==> src/rtl/fft_pkg.sv <==
// Shared types and helpers for the radix-2 DIF FFT stage sequencer.
package fft_pkg;

    typedef enum logic [1:0] {
        S_IDLE  = 2'd0,
        S_RUN   = 2'd1,
        S_DRAIN = 2'd2,
        S_DONE  = 2'd3
    } state_t;

    // Ceiling log2, usable in parameter/port width expressions.
    function automatic int clog2(input int v);
        int r = 0;
        for (int i = 0; i < 31; i++) begin
            if ((1 << i) < v) r = i + 1;
        end
        return r;
    endfunction

    // Distance between the two butterfly inputs in stage s of a 2^n_log2 transform.
    function automatic int stage_span(input int n_log2, input int s);
        return 1 << (n_log2 - 1 - s);
    endfunction

endpackage

==> src/rtl/pipe_delay.sv <==
// Fixed-depth shift register with synchronous active-low clear.
module pipe_delay #(
    parameter int WIDTH = 1,
    parameter int DEPTH = 1
) (
    input  logic             clk,
    input  logic             clr_n,
    input  logic [WIDTH-1:0] din,
    output logic [WIDTH-1:0] dout
);

    logic [DEPTH-1:0][WIDTH-1:0] sr;

    // Shift one slot per cycle; clear drops everything in flight.
    always_ff @(posedge clk) begin
        if (!clr_n) begin
            sr <= '0;
        end else begin
            sr[0] <= din;
            for (int i = 1; i < DEPTH; i++) sr[i] <= sr[i-1];
        end
    end

    assign dout = sr[DEPTH-1];

endmodule

==> src/rtl/fft_stage_ctrl.sv <==
// Stage sequencer / address generator for an in-place radix-2 DIF FFT
// running over a ping-pong RAM pair. One butterfly pair is read per cycle;
// its results are written PIPE_LAT cycles later to the opposite bank.
module fft_stage_ctrl
    import fft_pkg::*;
#(
    parameter int N_LOG2   = 10,
    parameter int PIPE_LAT = 4,
    parameter bit INIT_SEL = 1'b0,
    localparam int SW      = (clog2(N_LOG2) < 1) ? 1 : clog2(N_LOG2)
) (
    input  logic              clk,
    input  logic              rst_n,
    input  logic              start,
    output logic              ram_select,
    output logic [N_LOG2-1:0] addr_read_0,
    output logic [N_LOG2-1:0] addr_read_1,
    output logic [N_LOG2-1:0] addr_write_0,
    output logic [N_LOG2-1:0] addr_write_1,
    output logic              wr_en_a,
    output logic              wr_en_b,
    output logic              rd_valid,
    output logic [N_LOG2-2:0] tw_idx,
    output logic [SW-1:0]     stage,
    output logic              busy,
    output logic              done
);

    localparam int KW = N_LOG2 - 1;   // pair counter width, N/2 pairs per stage

    state_t          state, state_nxt;
    logic [KW-1:0]   k;
    logic [4:0]      drain_cnt;
    logic [SW-1:0]   stage_q;
    logic            sel_q;
    logic            last_k, drain_last, last_stage;

    logic [N_LOG2-1:0] kx, span_n, mask, ix, jx;
    logic [KW-1:0]     twx;
    logic              wr_vld;

    assign last_k     = &k;
    assign drain_last = (drain_cnt == 5'(PIPE_LAT - 1));
    assign last_stage = (stage_q == SW'(N_LOG2 - 1));

    // State register.
    always_ff @(posedge clk) begin
        if (!rst_n) state <= S_IDLE;
        else        state <= state_nxt;
    end

    // Next-state: run N/2 pairs, drain the pipe, repeat per stage, then finish.
    always_comb begin
        state_nxt = state;
        case (state)
            S_IDLE:  if (start) state_nxt = S_RUN;
            S_RUN:   if (last_k) state_nxt = S_DRAIN;
            S_DRAIN: if (drain_last) state_nxt = last_stage ? S_DONE : S_RUN;
            S_DONE:  state_nxt = S_IDLE;
            default: state_nxt = S_IDLE;
        endcase
    end

    // Pair/drain counters, stage number and bank select. The bank flips only
    // once the last write of a stage has gone out, including after the final
    // stage, so the result ends up in the bank the unloader reads.
    always_ff @(posedge clk) begin
        if (!rst_n) begin
            k         <= '0;
            drain_cnt <= '0;
            stage_q   <= '0;
            sel_q     <= INIT_SEL;
        end else begin
            case (state)
                S_IDLE: begin
                    if (start) begin
                        k       <= '0;
                        stage_q <= '0;
                        sel_q   <= INIT_SEL;
                    end
                end
                S_RUN: begin
                    k         <= k + KW'(1);   // wraps to 0 after the last pair
                    drain_cnt <= '0;
                end
                S_DRAIN: begin
                    if (drain_last) begin
                        drain_cnt <= '0;
                        sel_q     <= ~sel_q;
                        if (!last_stage) stage_q <= stage_q + SW'(1);
                    end else begin
                        drain_cnt <= drain_cnt + 5'd1;
                    end
                end
                default: ;
            endcase
        end
    end

    // Pair addressing: i is k with a zero spliced in at the span bit, j = i | span.
    always_comb begin
        kx     = {1'b0, k};
        span_n = N_LOG2'(stage_span(N_LOG2, int'(stage_q)));
        mask   = span_n - N_LOG2'(1);
        ix     = ((kx & ~mask) << 1) | (kx & mask);
        jx     = ix | span_n;
        twx    = KW'(kx & mask) << stage_q;
    end

    // Outputs: read side is zeroed whenever no real pair is being issued.
    always_comb begin
        rd_valid    = (state == S_RUN);
        busy        = (state == S_RUN) || (state == S_DRAIN);
        done        = (state == S_DONE);
        ram_select  = sel_q;
        stage       = stage_q;
        addr_read_0 = rd_valid ? ix  : '0;
        addr_read_1 = rd_valid ? jx  : '0;
        tw_idx      = rd_valid ? twx : '0;
    end

    // Write side is the read side delayed by the RAM + butterfly latency.
    pipe_delay #(
        .WIDTH (2 * N_LOG2 + 1),
        .DEPTH (PIPE_LAT)
    ) u_wr_pipe (
        .clk   (clk),
        .clr_n (rst_n),
        .din   ({rd_valid, addr_read_1, addr_read_0}),
        .dout  ({wr_vld, addr_write_1, addr_write_0})
    );

    assign wr_en_a = wr_vld;
    assign wr_en_b = wr_vld;

endmodule

==> config.mk <==
export PLATFORM = sky130hd
export DESIGN_NAME = fft_stage_ctrl
export DESIGN_NICKNAME = d
export VERILOG_FILES = /design/src/rtl/fft_pkg.sv /design/src/rtl/pipe_delay.sv /design/src/rtl/fft_stage_ctrl.sv
export SDC_FILE = /design/constraint.sdc
export NUM_CORES = 1
export LEC_CHECK = 0
export BUFFER_PORTS_ARGS = -buffer_cell sky130_fd_sc_hd__buf_4
export CAP_MARGIN = 0
export CORE_MARGIN = 10
export CORE_UTILIZATION = 44
export CTS_BUF_LIST = sky130_fd_sc_hd__clkbuf_2
export CTS_CLUSTER_DIAMETER = 50
export CTS_CLUSTER_SIZE = 12
export DETAILED_ROUTE_END_ITERATION = 7
export GPL_TIMING_DRIVEN = 1
export HOLD_SLACK_MARGIN = 0.02
export PLACE_DENSITY = 0.61
export RECOVER_POWER = 50
export SKIP_CTS_REPAIR_TIMING = 1
export SLEW_MARGIN = 5
export SYNTH_ARGS = -nofsm -noshare
export SYNTH_HDL_FRONTEND = slang
export SYNTH_HIERARCHICAL = 1
export SYNTH_SLANG_ARGS = --single-unit
==> constraint.sdc <==
create_clock -name clk -period 6.2 [get_ports clk]
set_input_delay 1.86 -clock clk [delete_from_list [all_inputs] [get_ports clk]]
set_output_delay 1.86 -clock clk [all_outputs]
set_load 0.1 [all_outputs]
==> flow_metrics.py, run 1 <==
metrics = {
    "cts": {
        "htree_levels": 3,
        "cts_num_sinks": 105,
        "cts_buffer_depth": 2,
        "clkTransAtPathRegs_ps": 330,
        "numCtsBuffers": 9,
        "cts_tree": "done",
        "clk_root_buffer_cell": "clkbuf_2",
        "clock_latency_ps": 590,
    },
    "logic_synthesis": {
        "synth-seq-cells": 105,
        "syn_inst": 486,
        "synth_top_area_frac": 0.468,
        "ys_types": 58,
        "syn_area_per_cell_um2": 9.23,
        "synthFlopType": "dfxtp_1",
        "yosysMostFrequentCell": "dfxtp_1",
        "yosys.area.top_type": "dfxtp_1",
        "synth.yosys.warnings": 6,
        "synth_edf_count": 0,
        "synthTopCellsByArea": "dfxtp_1 47%, and2_1 12%, buf_4 3.7%, ha_1 3.3%, nand2_1 2.8%",
        "synth-seq-area-share": 0.468,
        "synth_area_mm2": 0.00449,
        "synth_async_sr_flop_share": 0,
        "synth_nets": 501,
        "yosys-top-cells-count": "105 x dfxtp_1, 88 x and2_1, 33 x nand2_1, 33 x nor2_1, 22 x buf_4",
    },
    "setup_path": {
        "cp_cell_sequence": "clkinvlp_4, ha_1, ha_1, buf_4, nor3_2, nand2_1, ha_1, or4_4, a211oi_2, o311ai_1, a21oi_4, buf_4",
        "critPathKind": "reg2out",
        "endpoint_kind": "output pin",
        "cp.required_ps": 4340,
        "crit_path_start_kind": "flop",
        "cp_slowest_stage_delay_ps": 570,
        "cp_max_fo": 14,
        "critical_path.most_common_cell": "ha_1",
        "cp.arrival_ps": 4010,
        "crit_path_top_delay_cell": "or4_4",
    },
    "final_layout": {
        "fin_util": 0.518,
        "num_antenna_cells": 0,
        "drive_gt1_frac": 0.230,
        "postLayoutCellArea_mm2": 0.00511,
        "fin_cells": 655,
        "fill_cells": 941,
        "nets": 532,
        "area_growth_pct": 13.9,
    },
    "detailed_routing": {
        "via_count": 3344,
        "first_iter_violations": 296,
        "wl_per_cell_um": 15.7,
        "firstDrtPassIters": 5,
        "drc_errors": 0,
        "drt-total-wl_mm": 10.3,
        "antenna_left": 0,
        "vias_per_cell": 5.11,
    },
    "floorplan": {
        "die_h_um": 121,
        "design.die.area_mm2": 0.0146,
        "die_w_um": 121,
        "io_pins": 62,
        "row_count": 36,
        "core_area_mm2": 0.00986,
        "initial_core_util": 0.455,
    },
    "power": {
        "p_per_area_mw_per_mm2": 280,
        "p_leak_nw": 2.01,
        "irDropWorstVdd_mv": 0.256,
        "fin_total_pwr_mw": 1.43,
    },
    "timing": {
        "max_slew.worst_pin.slew_ps": 2490,
        "fin_setup_tns_ps": 0,
        "setup_viol": 0,
        "fmax_ghz": 0.170,
        "max-slew-margin-rel": -0.662,
        "final.setup.worst_slack_ps": 328,
        "rsz0062_at_grt": "false",
        "finalClockSkew_ps": 68.3,
        "finalHoldViolCount": 0,
        "finalCriticalPeriod_ps": 5870,
        "report.final.slew_viol_count": 88,
        "hold_slack_ps": 426,
        "min_period_over_period": 0.947,
    },
    "placement": {
        "dpl-instance-area_mm2": 0.00494,
        "place_ws_ps": 726,
        "hpwlAfterDp_mm": 7.36,
        "gp_congestion": 0.908,
        "dp_cells": 637,
        "io_buffers": 61,
    },
    "status": {
        "violations": "max-capacitance violations, max-slew violations",
        "outcome": "finished with violations",
    },
    "global_route": {
        "grt_max_degree": 88,
        "grt_pass1_vias": 3254,
        "grt_use_total": 0.141,
        "antenna_found_initial": 0,
        "grt_pass1_wl_mm": 16.8,
        "overflow": 0,
    },
    "min_path": {
        "min_path_type": "reg2reg",
    },
    "run": {
        "cap_viol_max_count": 1,
    },
}
==> layout make-up <==
cell class              instances  area [um2]  area share
clock inverters                 7        91.3      0.0179
clock buffers                   9        45.0     0.00881
multi-input cells             318        2110       0.413
well taps                     133         166      0.0326
flip-flops and latches        105        2110       0.413
repair buffers                 71         541       0.106
inverters                      12        48.8     0.00954
==> registers in the layout (all words and copies together), names as in the netlist <==
name            flops
u_wr_pipe/sr       63
drain_cnt           5
state               2
ram_select          1
k                   9
u_wr_pipe/dout     21
stage               4
==> cell families after synthesis <==
kind of cell,count (synthesis),synth area share
DFF,105,0.468
and+or+nand+nor,216,0.267
muxes,6,0.0139
buffers and inverters,63,0.0873
xor gates and xnor gates,7,0.0137
AOI/OAI and AO/OA,77,0.117
adders and majority gates,12,0.0335
==> metal layers <==
metal | part of all wire | routed length (um) | GRT usage | vias up
met1 | 0.40 | 4160 | 0.157 | 1560
met3 | 0.057 | 589 | 0.0423 | 18
li1 | - | - | - | 1673
met4 | 0.030 | 312 | 0.0551 | 0
met2 | 0.51 | 5230 | 0.247 | 93
met5 | 0 | 0 | 0 | -
==> critical path: cells and delay by family (launching register included) <==
kind            cells  cell delay [ps]
buf+inv             3              670
fa+ha+maj           3              860
simple gates        3              870
compound gates      3              610
flops               1              440
==> cell usage in the layout (no fill, tap or decap), types with 10 or more instances in the layout <==
cell type | synthesis | routed
dfxtp_1 | 105 | 103
buf_4 | 22 | 67
and2_1 | 88 | 63
nand2_1 | 33 | 33
nor2_1 | 33 | 28
and2_0 | 1 | 26
o21ai_0 | 19 | 18
a21oi_1 | 19 | 13
ha_1 | 12 | 12
inv_1 | 10 | 10
nand3_1 | 10 | 10
==> where the power goes <==
group / switching (mW) / internal, mW
Clock: 0.261 / 0.0753
Sequential: 0.0170 / 0.695
Combinational: 0.291 / 0.0938
Total: 0.569 / 0.864
==> path summary, 6_finish.rpt <==
check              startpoint               end  slack [ps]  cells after the start
min reg2reg  u_wr_pipe/sr[13]  u_wr_pipe/sr[34]         430                      1
max                  stage[1]         tw_idx[5]         330                     12
max reg2reg          stage[1]  u_wr_pipe/sr[16]        2780                     13
min          u_wr_pipe/sr[13]  u_wr_pipe/sr[34]         430                      1
No activity file was read; power rests on OpenSTA's default activity.
==> run 2: changes to the inputs <==
--- a/config.mk
+++ b/config.mk
@@ -14,9 +14,7 @@
 export CTS_CLUSTER_SIZE = 12
 export DETAILED_ROUTE_END_ITERATION = 7
 export GPL_TIMING_DRIVEN = 1
-export HOLD_SLACK_MARGIN = 0.02
 export PLACE_DENSITY = 0.61
-export RECOVER_POWER = 50
 export SKIP_CTS_REPAIR_TIMING = 1
 export SLEW_MARGIN = 5
 export SYNTH_ARGS = -nofsm -noshare
==> run 2 against run 1 <==
The run now ends clean. Sequential cell count unchanged. Register-to-register slack about the same. Setup slack got worse by 11 ps. Sequential share of layout area about the same. Worst hold slack got worse by 0.64 ps. Clock-buffer cell count unchanged. Utilization about the same. Wire length about the same. Clock power about the same. Die area unchanged.
==> flow_metrics.py, run 2 (synthesized netlist as in run 1, its figures left out) <==
metrics = {
    "cts": {
        "cts_tree": "done",
        "cts_num_sinks": 105,
        "htree_levels": 3,
        "numCtsBuffers": 9,
        "cts_buffer_depth": 2,
        "clock_latency_ps": 590,
        "clk_root_buffer_cell": "clkbuf_2",
        "clkTransAtPathRegs_ps": 330,
    },
    "min_path": {
        "min_from": "u_wr_pipe/sr[53]",
        "min_path_type": "reg2reg",
    },
    "setup_path": {
        "crit_path_start_kind": "flop",
        "cp_max_fo": 14,
        "cp.arrival_ps": 4020,
        "cp.required_ps": 4340,
        "critPathLaunch": "stage[1]",
        "timing.rr.start": "stage[1]",
        "critPathKind": "reg2out",
        "endpoint_kind": "output pin",
    },
    "floorplan": {
        "die_h_um": 121,
        "initial_core_util": 0.455,
        "row_count": 36,
        "die_w_um": 121,
        "core_area_mm2": 0.00986,
        "io_pins": 62,
        "design.die.area_mm2": 0.0146,
    },
    "placement": {
        "dp_cells": 637,
        "gp_congestion": 0.908,
        "hpwlAfterDp_mm": 7.36,
        "dpl-instance-area_mm2": 0.00494,
        "io_buffers": 61,
    },
    "detailed_routing": {
        "drc_errors": 0,
        "firstDrtPassIters": 5,
        "drt-total-wl_mm": 10.3,
        "vias_per_cell": 5.09,
        "via_count": 3337,
        "first_iter_violations": 370,
        "antenna_left": 0,
        "wl_per_cell_um": 15.7,
    },
    "final_layout": {
        "num_antenna_cells": 0,
        "drive_gt1_frac": 0.232,
        "postLayoutCellArea_mm2": 0.00512,
        "fill_cells": 939,
        "final_cell_mix": "103 x dfxtp_1, 88 x and2_1, 68 x buf_4, 33 x nand2_1, 28 x nor2_1",
        "fin_cells": 655,
        "nets": 532,
        "final_common_cell": "dfxtp_1",
        "top_register": "u_wr_pipe/sr",
        "largest_reg_flops": 63,
        "area_growth_pct": 14.0,
    },
    "global_route": {
        "overflow": 0,
        "grt_max_degree": 88,
        "antenna_found_initial": 0,
        "grt_pass1_vias": 3254,
        "grt_pass1_wl_mm": 16.8,
        "grt_use_total": 0.141,
    },
    "timing": {
        "hold_slack_ps": 426,
        "rsz0062_at_grt": "false",
        "finalCriticalPeriod_ps": 5880,
        "fmax_ghz": 0.170,
        "setup_viol": 0,
        "finalClockSkew_ps": 69.3,
        "report.final.slew_viol_count": 0,
        "max-slew-margin-rel": 0.513,
        "min_period_over_period": 0.949,
        "max_slew.worst_pin.slew_ps": 724,
        "finalHoldViolCount": 0,
    },
    "power": {
        "p_per_area_mw_per_mm2": 280,
        "p_leak_nw": 2.04,
        "irDropWorstVdd_mv": 0.256,
        "fin_total_pwr_mw": 1.43,
    },
    "run": {
        "cap_viol_max_count": 0,
    },
    "status": {
        "outcome": "complete, no violations",
    },
}
run 2: cell types whose count changed in the layout (fill, tap and decap cells not counted), sizes merged:
cell / change
clkbuf: -1
buf: +1
run 2: stage by stage:
| step | setup WS [ps] | setup TNS (ps) | util |
|---|---|---|---|
| 2_1_floorplan | 36.9 | 0 | - |
| 6_report | 317 | 0 | 0.519 |
| 4_1_cts | -17.1 | -25.6 | 0.515 |
| 3_5_place_dp | 726 | 0 | 0.501 |
| 5_1_grt | 20.7 | 0 | 0.519 |
| 3_3_place_gp | 767 | 0 | 0.501 |
run 2: final cells by class:
class | count | area [um2] | area share
Multi-Input combinational cell | 318 | 2110 | 0.413
Timing Repair Buffer | 71 | 544 | 0.106
Clock buffer | 9 | 45.0 | 0.00880
Tap cell | 133 | 166 | 0.0325
Clock inverter | 7 | 91.3 | 0.0179
Inverter | 12 | 48.8 | 0.00954
Sequential cell | 105 | 2110 | 0.412
run 2: worst max-delay path: stages, from the launching register on:
cell and delay (ps):
dfxtp_4 440, clkinvlp_4 150, ha_1 240, ha_1 350, buf_4 210, nor3_2 220, nand2_1 80, ha_1 270
nand2b_1 160, or4_1 430, a22oi_2 190, a32o_1 290, o21a_1 200, buf_6 230
run 2: path summary, 6_finish.rpt:
path	endpoint	slack, ps	cells past startpoint
hold reg to reg	u_wr_pipe/dout[11]	430	1
setup reg to reg	u_wr_pipe/sr[16]	2770	13
hold / removal	u_wr_pipe/dout[11]	430	1
setup / recovery	addr_read_1[6]	320	13
run 2: metal layers:
| metal | wire length, um | global-route usage | share of wire | vias up |
|---|---|---|---|---|
| met2 | 5060 | 0.247 | 0.49 | 106 |
| met1 | 4200 | 0.157 | 0.41 | 1530 |
| met4 | 350 | 0.0551 | 0.034 | 0 |
| met5 | 0 | 0 | 0 | - |
| li1 | - | - | - | 1676 |
| met3 | 671 | 0.0423 | 0.065 | 25 |
run 2: power by group:
group	total, mW	internal, mW	switching (mW)
clock	0.337	0.0753	0.262
sequential	0.712	0.695	0.0167
combinational	0.384	0.0944	0.289
